### src/rtl/pwm_duty_controller.sv
// pwm_duty_controller: debounces the increase/decrease buttons into one-shot duty steps and
// owns the saturating duty register (0..PERIOD) that feeds the PWM compare value.
module pwm_duty_controller #(
    parameter int unsigned PERIOD       = 10,
    parameter int unsigned STEP         = 1,
    parameter int unsigned DUTY_INIT    = 5,
    parameter int unsigned DEBOUNCE_CYC = 4,
    localparam int unsigned W           = $clog2(PERIOD + 1)
) (
    input  logic         i_clk,
    input  logic         i_rst_n,
    input  logic         i_increase_duty,
    input  logic         i_decrease_duty,
    output logic [W-1:0] o_duty,
    output logic         o_duty_valid,
    output logic         o_at_max,
    output logic         o_at_min
);

    localparam int unsigned CW = $clog2(DEBOUNCE_CYC + 1);
    localparam logic [CW-1:0] CntMax = CW'(DEBOUNCE_CYC);
    localparam logic [CW-1:0] CntRelLast = CW'(DEBOUNCE_CYC - 1);
    localparam logic [W:0] PeriodExt = (W + 1)'(PERIOD);
    localparam logic [W:0] StepExt = (W + 1)'(STEP);

    typedef enum logic [1:0] {StIdle, StArmed, StApply, StWaitRel} state_e;

    logic [1:0]    r_sync_inc;
    logic [1:0]    r_sync_dec;
    state_e        r_state;
    logic [CW-1:0] r_cnt;
    logic          r_dir_up;
    logic [W-1:0]  r_duty;
    logic          r_valid;

    state_e        w_state_d;
    logic [CW-1:0] w_cnt_d;
    logic          w_dir_up_d;
    logic [W-1:0]  w_duty_d;
    logic          w_valid_d;

    logic          w_inc_s;
    logic          w_dec_s;
    logic          w_single;
    logic          w_same;
    logic [W:0]    w_sum;
    logic [W-1:0]  w_inc_val;
    logic [W-1:0]  w_dec_val;
    logic [W-1:0]  w_new_duty;

    // Two-flop synchronizers for the raw, asynchronous button levels.
    always_ff @(posedge i_clk) begin
        if (!i_rst_n) begin
            r_sync_inc <= 2'b00;
            r_sync_dec <= 2'b00;
        end else begin
            r_sync_inc <= {r_sync_inc[0], i_increase_duty};
            r_sync_dec <= {r_sync_dec[0], i_decrease_duty};
        end
    end

    assign w_inc_s  = r_sync_inc[1];
    assign w_dec_s  = r_sync_dec[1];
    assign w_single = w_inc_s ^ w_dec_s;
    assign w_same   = r_dir_up ? (w_inc_s & ~w_dec_s) : (w_dec_s & ~w_inc_s);

    // Saturating step arithmetic, widened by one bit so the increment cannot wrap.
    always_comb begin
        w_sum     = {1'b0, r_duty} + StepExt;
        w_inc_val = (w_sum > PeriodExt) ? PeriodExt[W-1:0] : w_sum[W-1:0];
        w_dec_val = ({1'b0, r_duty} < StepExt) ? '0 : (r_duty - StepExt[W-1:0]);
        w_new_duty = r_dir_up ? w_inc_val : w_dec_val;
    end

    // State, debounce counter, direction, duty and change pulse registers.
    always_ff @(posedge i_clk) begin
        if (!i_rst_n) begin
            r_state  <= StWaitRel;
            r_cnt    <= '0;
            r_dir_up <= 1'b0;
            r_duty   <= W'(DUTY_INIT);
            r_valid  <= 1'b0;
        end else begin
            r_state  <= w_state_d;
            r_cnt    <= w_cnt_d;
            r_dir_up <= w_dir_up_d;
            r_duty   <= w_duty_d;
            r_valid  <= w_valid_d;
        end
    end

    // Debounce FSM: arm on a single clean press, apply once, then demand a stable release.
    always_comb begin
        w_state_d  = r_state;
        w_cnt_d    = r_cnt;
        w_dir_up_d = r_dir_up;
        w_duty_d   = r_duty;
        w_valid_d  = 1'b0;
        case (r_state)
            StIdle: begin
                if (w_single) begin
                    w_state_d  = StArmed;
                    w_dir_up_d = w_inc_s;
                    w_cnt_d    = CW'(1);
                end
            end
            StArmed: begin
                if (w_same) begin
                    if (r_cnt == CntMax) begin
                        w_state_d = StApply;
                        w_cnt_d   = '0;
                    end else begin
                        w_cnt_d = r_cnt + CW'(1);
                    end
                end else begin
                    w_state_d = StIdle;
                    w_cnt_d   = '0;
                end
            end
            StApply: begin
                w_duty_d  = w_new_duty;
                // A saturated press that leaves duty unchanged is not reported.
                w_valid_d = (w_new_duty != r_duty);
                w_state_d = StWaitRel;
                w_cnt_d   = '0;
            end
            StWaitRel: begin
                if (w_inc_s || w_dec_s) begin
                    w_cnt_d = '0;
                end else if (r_cnt == CntRelLast) begin
                    w_state_d = StIdle;
                    w_cnt_d   = '0;
                end else begin
                    w_cnt_d = r_cnt + CW'(1);
                end
            end
            default: begin
                w_state_d = StWaitRel;
                w_cnt_d   = '0;
            end
        endcase
    end

    assign o_duty       = r_duty;
    assign o_duty_valid = r_valid;
    assign o_at_max     = (r_duty == W'(PERIOD));
    assign o_at_min     = (r_duty == '0);

endmodule

### config.mk
export PLATFORM = sky130hd
export DESIGN_NAME = pwm_duty_controller
export DESIGN_NICKNAME = d
export VERILOG_FILES = /design/src/rtl/pwm_duty_controller.sv
export SDC_FILE = /design/constraint.sdc
export NUM_CORES = 1
export LEC_CHECK = 0
export CAP_MARGIN = 40
export CORE_UTILIZATION = 60
export DETAILED_ROUTE_END_ITERATION = 16
export PLACE_DENSITY = 0.83
export SETUP_SLACK_MARGIN = 0.1
export SYNTH_ARGS = -nofsm -noshare
export SYNTH_HDL_FRONTEND = slang
export SYNTH_SLANG_ARGS = --single-unit
### constraint.sdc
create_clock -name i_clk -period 3.3 [get_ports i_clk]
set_input_delay 0.66 -clock i_clk [delete_from_list [all_inputs] [get_ports i_clk]]
set_output_delay 0.66 -clock i_clk [all_outputs]
set_load 0.02 [all_outputs]
== Word-level counts from Yosys, hierarchy flattened ==
Cells that the tools add are included.
W data, S select, Z words.
Storage, ports and cells
  memories kept: 0
  memory bits (read-only): 0
  RAM bits: 0
  output and inout bits: 7
  bits of input ports: 4
  flip-flop bits (word level): 15
  bits in latches: 0
  word-level logic and storage cells: 50
Operators by class
  divide/modulo/power cells: 0
  $mul: 0
  order comparisons: 2
  equal/unequal tests: 11
  reduce and logical (&&, ||, !) cells: 6
  bitwise logic cells: 5
  $add $sub $neg: 3
  shift-type cells: 0
  mux-type cells: 16
Operators with widths (number)
  $mux W3: 5
  $mux W4: 3
  $pmux W3 S4: 1
  $mux W2: 5
  $pmux W2 S4: 1
  $ne A2 B2 Y1 const B: 3
  $add A4 B1 Y5 const B: 1
  $gt A5 B4 Y1 const B: 1
  $eq A2 B2 Y1 const B: 2
  $eq A4 B4 Y1 const B: 1
  $logic_not A4 Y1: 1
  $lt A4 B1 Y1 const B: 1
  $ne A4 B4 Y1: 1
  $reduce_and A2 Y1: 2
  $reduce_and A4 Y1: 1
  $sub A4 B1 Y4 const B: 1
  $add A3 B1 Y3 const B: 1
  $eq A3 B2 Y1 const B: 1
  $eq A3 B3 Y1 const B: 1
  $ne A3 B3 Y1 const B: 1
  $and A1 B1 Y1: 2
  $eq A2 B1 Y1 const B: 1
  $logic_not A2 Y1: 1
  $not A1 Y1: 2
  other kinds (3): 3

== Longest topological paths before layout ==
  depth in word-level cells: 5
  depth in mapped cells: 7
  depth with buffers taken out: 7

== Least setup slack after synthesis ==
OpenSTA, ideal clock, no wires.
  path kind: register to register
  from: register r_duty[0], in the netlist o_duty[0]
  to: register r_valid, in the netlist o_duty_valid
  stages on the path, launching flop included: 7
  buffers on the path: 0
  setup slack: 1.264 ns
  required time: 3.178 ns
  setup time: 0.122 ns
  arrival time: 1.914 ns
  clock period less this slack: 2.036 ns
  path through: dfxtp_1 > inv_1 > ha_1 > a211oi_1 > o32ai_4 > xnor2_1 > o311a_1
On the way
  cells in the longest elaborated chain, start to end: 5
  elaborated cells on any way between the ends: 8
  classes of those cells: add/sub (2); order compare (2); eq/ne (1); mux (3)
RTL lines
  start, declared: line 33  | logic [W-1:0] r_duty;
  start signal, assigned: line 81  | r_duty <= W'(DUTY_INIT);
  start signal, assigned: line 87  | r_duty <= w_duty_d;
  $add A4 B1 Y5: line 69  | w_sum = {1'b0, r_duty} + StepExt;
  $gt A5 B4 Y1: line 70  | w_inc_val = (w_sum > PeriodExt) ? PeriodExt[W-1:0] : w_sum[W-1:0];
  $mux W4: line 70
  $mux W4: line 72  | w_new_duty = r_dir_up ? w_inc_val : w_dec_val;
  $ne A4 B4 Y1 *: line 123  | w_valid_d = (w_new_duty != r_duty);
  end signal, assigned: line 88  | r_valid <= w_valid_d;
  end, declared: line 34  | logic r_valid;
Mark *: on every way between the ends. The rest lies on a longest branch, timed or not.
A chain may end at the register's enable or synchronous reset.

== Final worst setup path ==
  from: register r_duty[1], in the netlist o_duty[1]
  to: output port o_at_min
On the way
  cells in the longest elaborated chain, start to end: 1
RTL lines
  $logic_not A4 Y1: line 147  | assign o_at_min = (r_duty == '0);
  end, declared: line 17  | output logic o_at_min
Every way passes these cells.

==> impl_results.md <==
* Status: finished, final reports clean
* PnR Total Power at 0.366 mW
* Sequential area share after synthesis at between 20% and 30%
* Relative slew margins at 62.7%
* Gate Count Post-Synth at 130
* Synthesized Nets at approximately 150
* # Max-Cap Violations at 0
* Area taken by multi-input logic gates at 688 sq um
* Setup bufs post-CTS at 0
* Initial antenna violation count at 0
* Vias at 899
* Layout cells sized above 1 at a little under 9%
* Crit Path Category: reg2out
* Vias in the first global route at ~750
* Die area at 2030 sq um
* Clock latency on the worst-skew pair at roughly 0.3 ns
* Area Growth Syn to Fin at 6.87%
* DRT iter0 DRCs at 33
* Synth unique cells at 39
* Max Slew Vio Count at 0
* Largest net degree at the start of global routing at 19
* Initial core utilization at ~64%
* Final period util at 76.0%
* Final setup vio count at 0
* Gr ovfl total at 0
* Final setup TNS at 0 ns
* Crit. End Element: output port
* Yosys warning count at 0
* Clock Tree Buf Depth at 2
* Hold buffers post-CTS at 0
* Cell Pwr Density at approximately 310 nW/um^2
* Synth Register Bits at 15
* Root buf cell: clkbuf_4
* Worst-case clock skew at 0.0143 ns
* CTS sink cnt at 15
* Fmax at ~400 MHz
* WL final at around 2100 microns
* Hold slack at between 0.4 and 0.5 ns
* Final critical-path required period at ~2.5 ns
* Hold Path Class: reg2reg
* Post-layout nets at about 150
* Clock tree from TritonCTS: yes
* Final Wtd Congestion at approximately 0.94
* I/O pin count at 11
* Arr. time, crit path at 1.85 ns
* VDD IR max at 0.265 mV
* Number of flops mapped to enable cells by yosys at 0
* Syn Area/Cell at 8.55 sq um
* Worst-path clk slew at approximately 0.10 ns
* Final hold vios at 0
* Asr flop ratio synth at 0%
* Routed Antenna Nets at 0
* Antenna cell count at 0
* Die height at between 40 and 50 microns
* Die Wd at around 45 microns
* Post-Syn Area at 1110 sq um
* Core area at 1730 sq um
* Fill count at about 140
* Drt pass-1 iters at 4
* Worst-path fanout max at 8
* Row cnt at 15
* Tightest Pin Transition at about 0.56 ns
* Crit start category: flop
* Dpl hpwl at 1480 microns
* Wire per inst at about 13 microns
* # H-tree levels at 1
* Average vias per placed instance at between 5 and 6
* Register Area at 300 sq um
* Leakage dissipation at ~0.47 nW
* GRT Total Usage at 22.6%
* First-pass GRT wire length at roughly 3300 microns
* Post-CTS sizing at 0
* Port bufs at 10
* Ys flop type: dfxtp_1
* WP data required at between 2 and 3 ns
* RSZ-0062 raised after global routing: no
* Num CTS Buffers at 3
* Residual DRC at 0
cell usage after synthesis (all sizes together), types with 3 or more instances:
cell type | count | area [sq um]
nor2 | 7 | 28.8
buf | 6 | 63.8
nor3 | 4 | 20.0
and2 | 7 | 45.1
nand3 | 6 | 30.0
mux2 | 3 | 33.8
o211ai | 3 | 22.5
dfxtp | 15 | 300
o21ai | 9 | 45.0
inv | 11 | 41.3
ha | 12 | 150
nand2 | 15 | 56.3
area by class of cell:
| class | count | area share (%) |
|---|---|---|
| timing repair buffer | 10 | 8.43 |
| tap | 25 | 2.63 |
| inverter | 11 | 3.48 |
| clock buffer | 4 | 2.21 |
| multi-input combinational | 96 | 58.0 |
| sequential | 15 | 25.3 |
worst max-delay path: stages, from the launching register on:
cell	delay [ns]
dfxtp_1	0.48
inv_1	0.17
ha_1	0.20
and2_2	0.16
clkdlybuf4s50_1	0.53
power by group:
group / internal [mW] / total [mW] / leakage, nW / switching (mW)
Combinational: 0.0265 / 0.0559 / 0.337 / 0.0294
Sequential: 0.189 / 0.197 / 0.122 / 0.00839
Clock: 0.0471 / 0.113 / 0.0150 / 0.0656
Total: 0.262 / 0.366 / 0.474 / 0.103
cells in the final DEF, fill, tap and decap left out, drive strengths merged, types with 3 or more instances in the layout:
master / instances
nand3: 6
ha: 12
nor2: 7
nand2: 15
clkdlybuf4s50: 10
dfxtp: 15
clkbuf: 4
o211ai: 3
o21ai: 9
and2: 7
mux2: 3
inv: 11
nor3: 4
final timing paths:
check                                    from       endpoint  slack, ns  cells after the start
worst min register to register  r_sync_inc[0]  r_sync_inc[1]       0.44                      1
worst max-delay path                o_duty[1]       o_at_min       0.79                      4
worst min-delay path            r_sync_inc[0]  r_sync_inc[1]       0.44                      1
worst max register to register      o_duty[1]   o_duty_valid       1.24                      6
per-stage QoR:
stage | utilization (%) | std cells | cell area, sq um | setup WS (ns)
after global placement | 67.2 | 157 | 1160 | 1.20
after detailed placement | 67.2 | 157 | 1160 | 1.12
final | 68.8 | 161 | 1190 | 0.793
after floorplan | - | 130 | 1110 | 1.26
after CTS | 68.8 | 161 | 1190 | 0.794
after global routing | 68.8 | 161 | 1190 | 0.690
per-layer routing:
layer,part of all wire (%),vias up,GRT usage (%)
met5,0,-,0
met4,0.82,0,9.09
met3,3.0,4,3.60
met2,44,16,32.8
met1,52,421,33.3
li1,-,458,-
logic make-up after synthesis:
logic type                 synth area share, %
AOI/OAI and AO/OA                         16.4
xor gates and xnor gates                  1.58
adders and majority gates                 13.5
buffers and inverters                     11.0
DFF                                       27.0
muxes                                     4.84
and+or+nand+nor                           25.6
state kept, by name, indices dropped and copies added, names as in the netlist, named ones only:
name,cells
o_duty,4
r_sync_dec,2
r_state,1
r_sync_inc,2
o_duty_valid,1
r_dir_up,1
r_cnt,3
No activity file was read; power rests on OpenSTA's default activity.
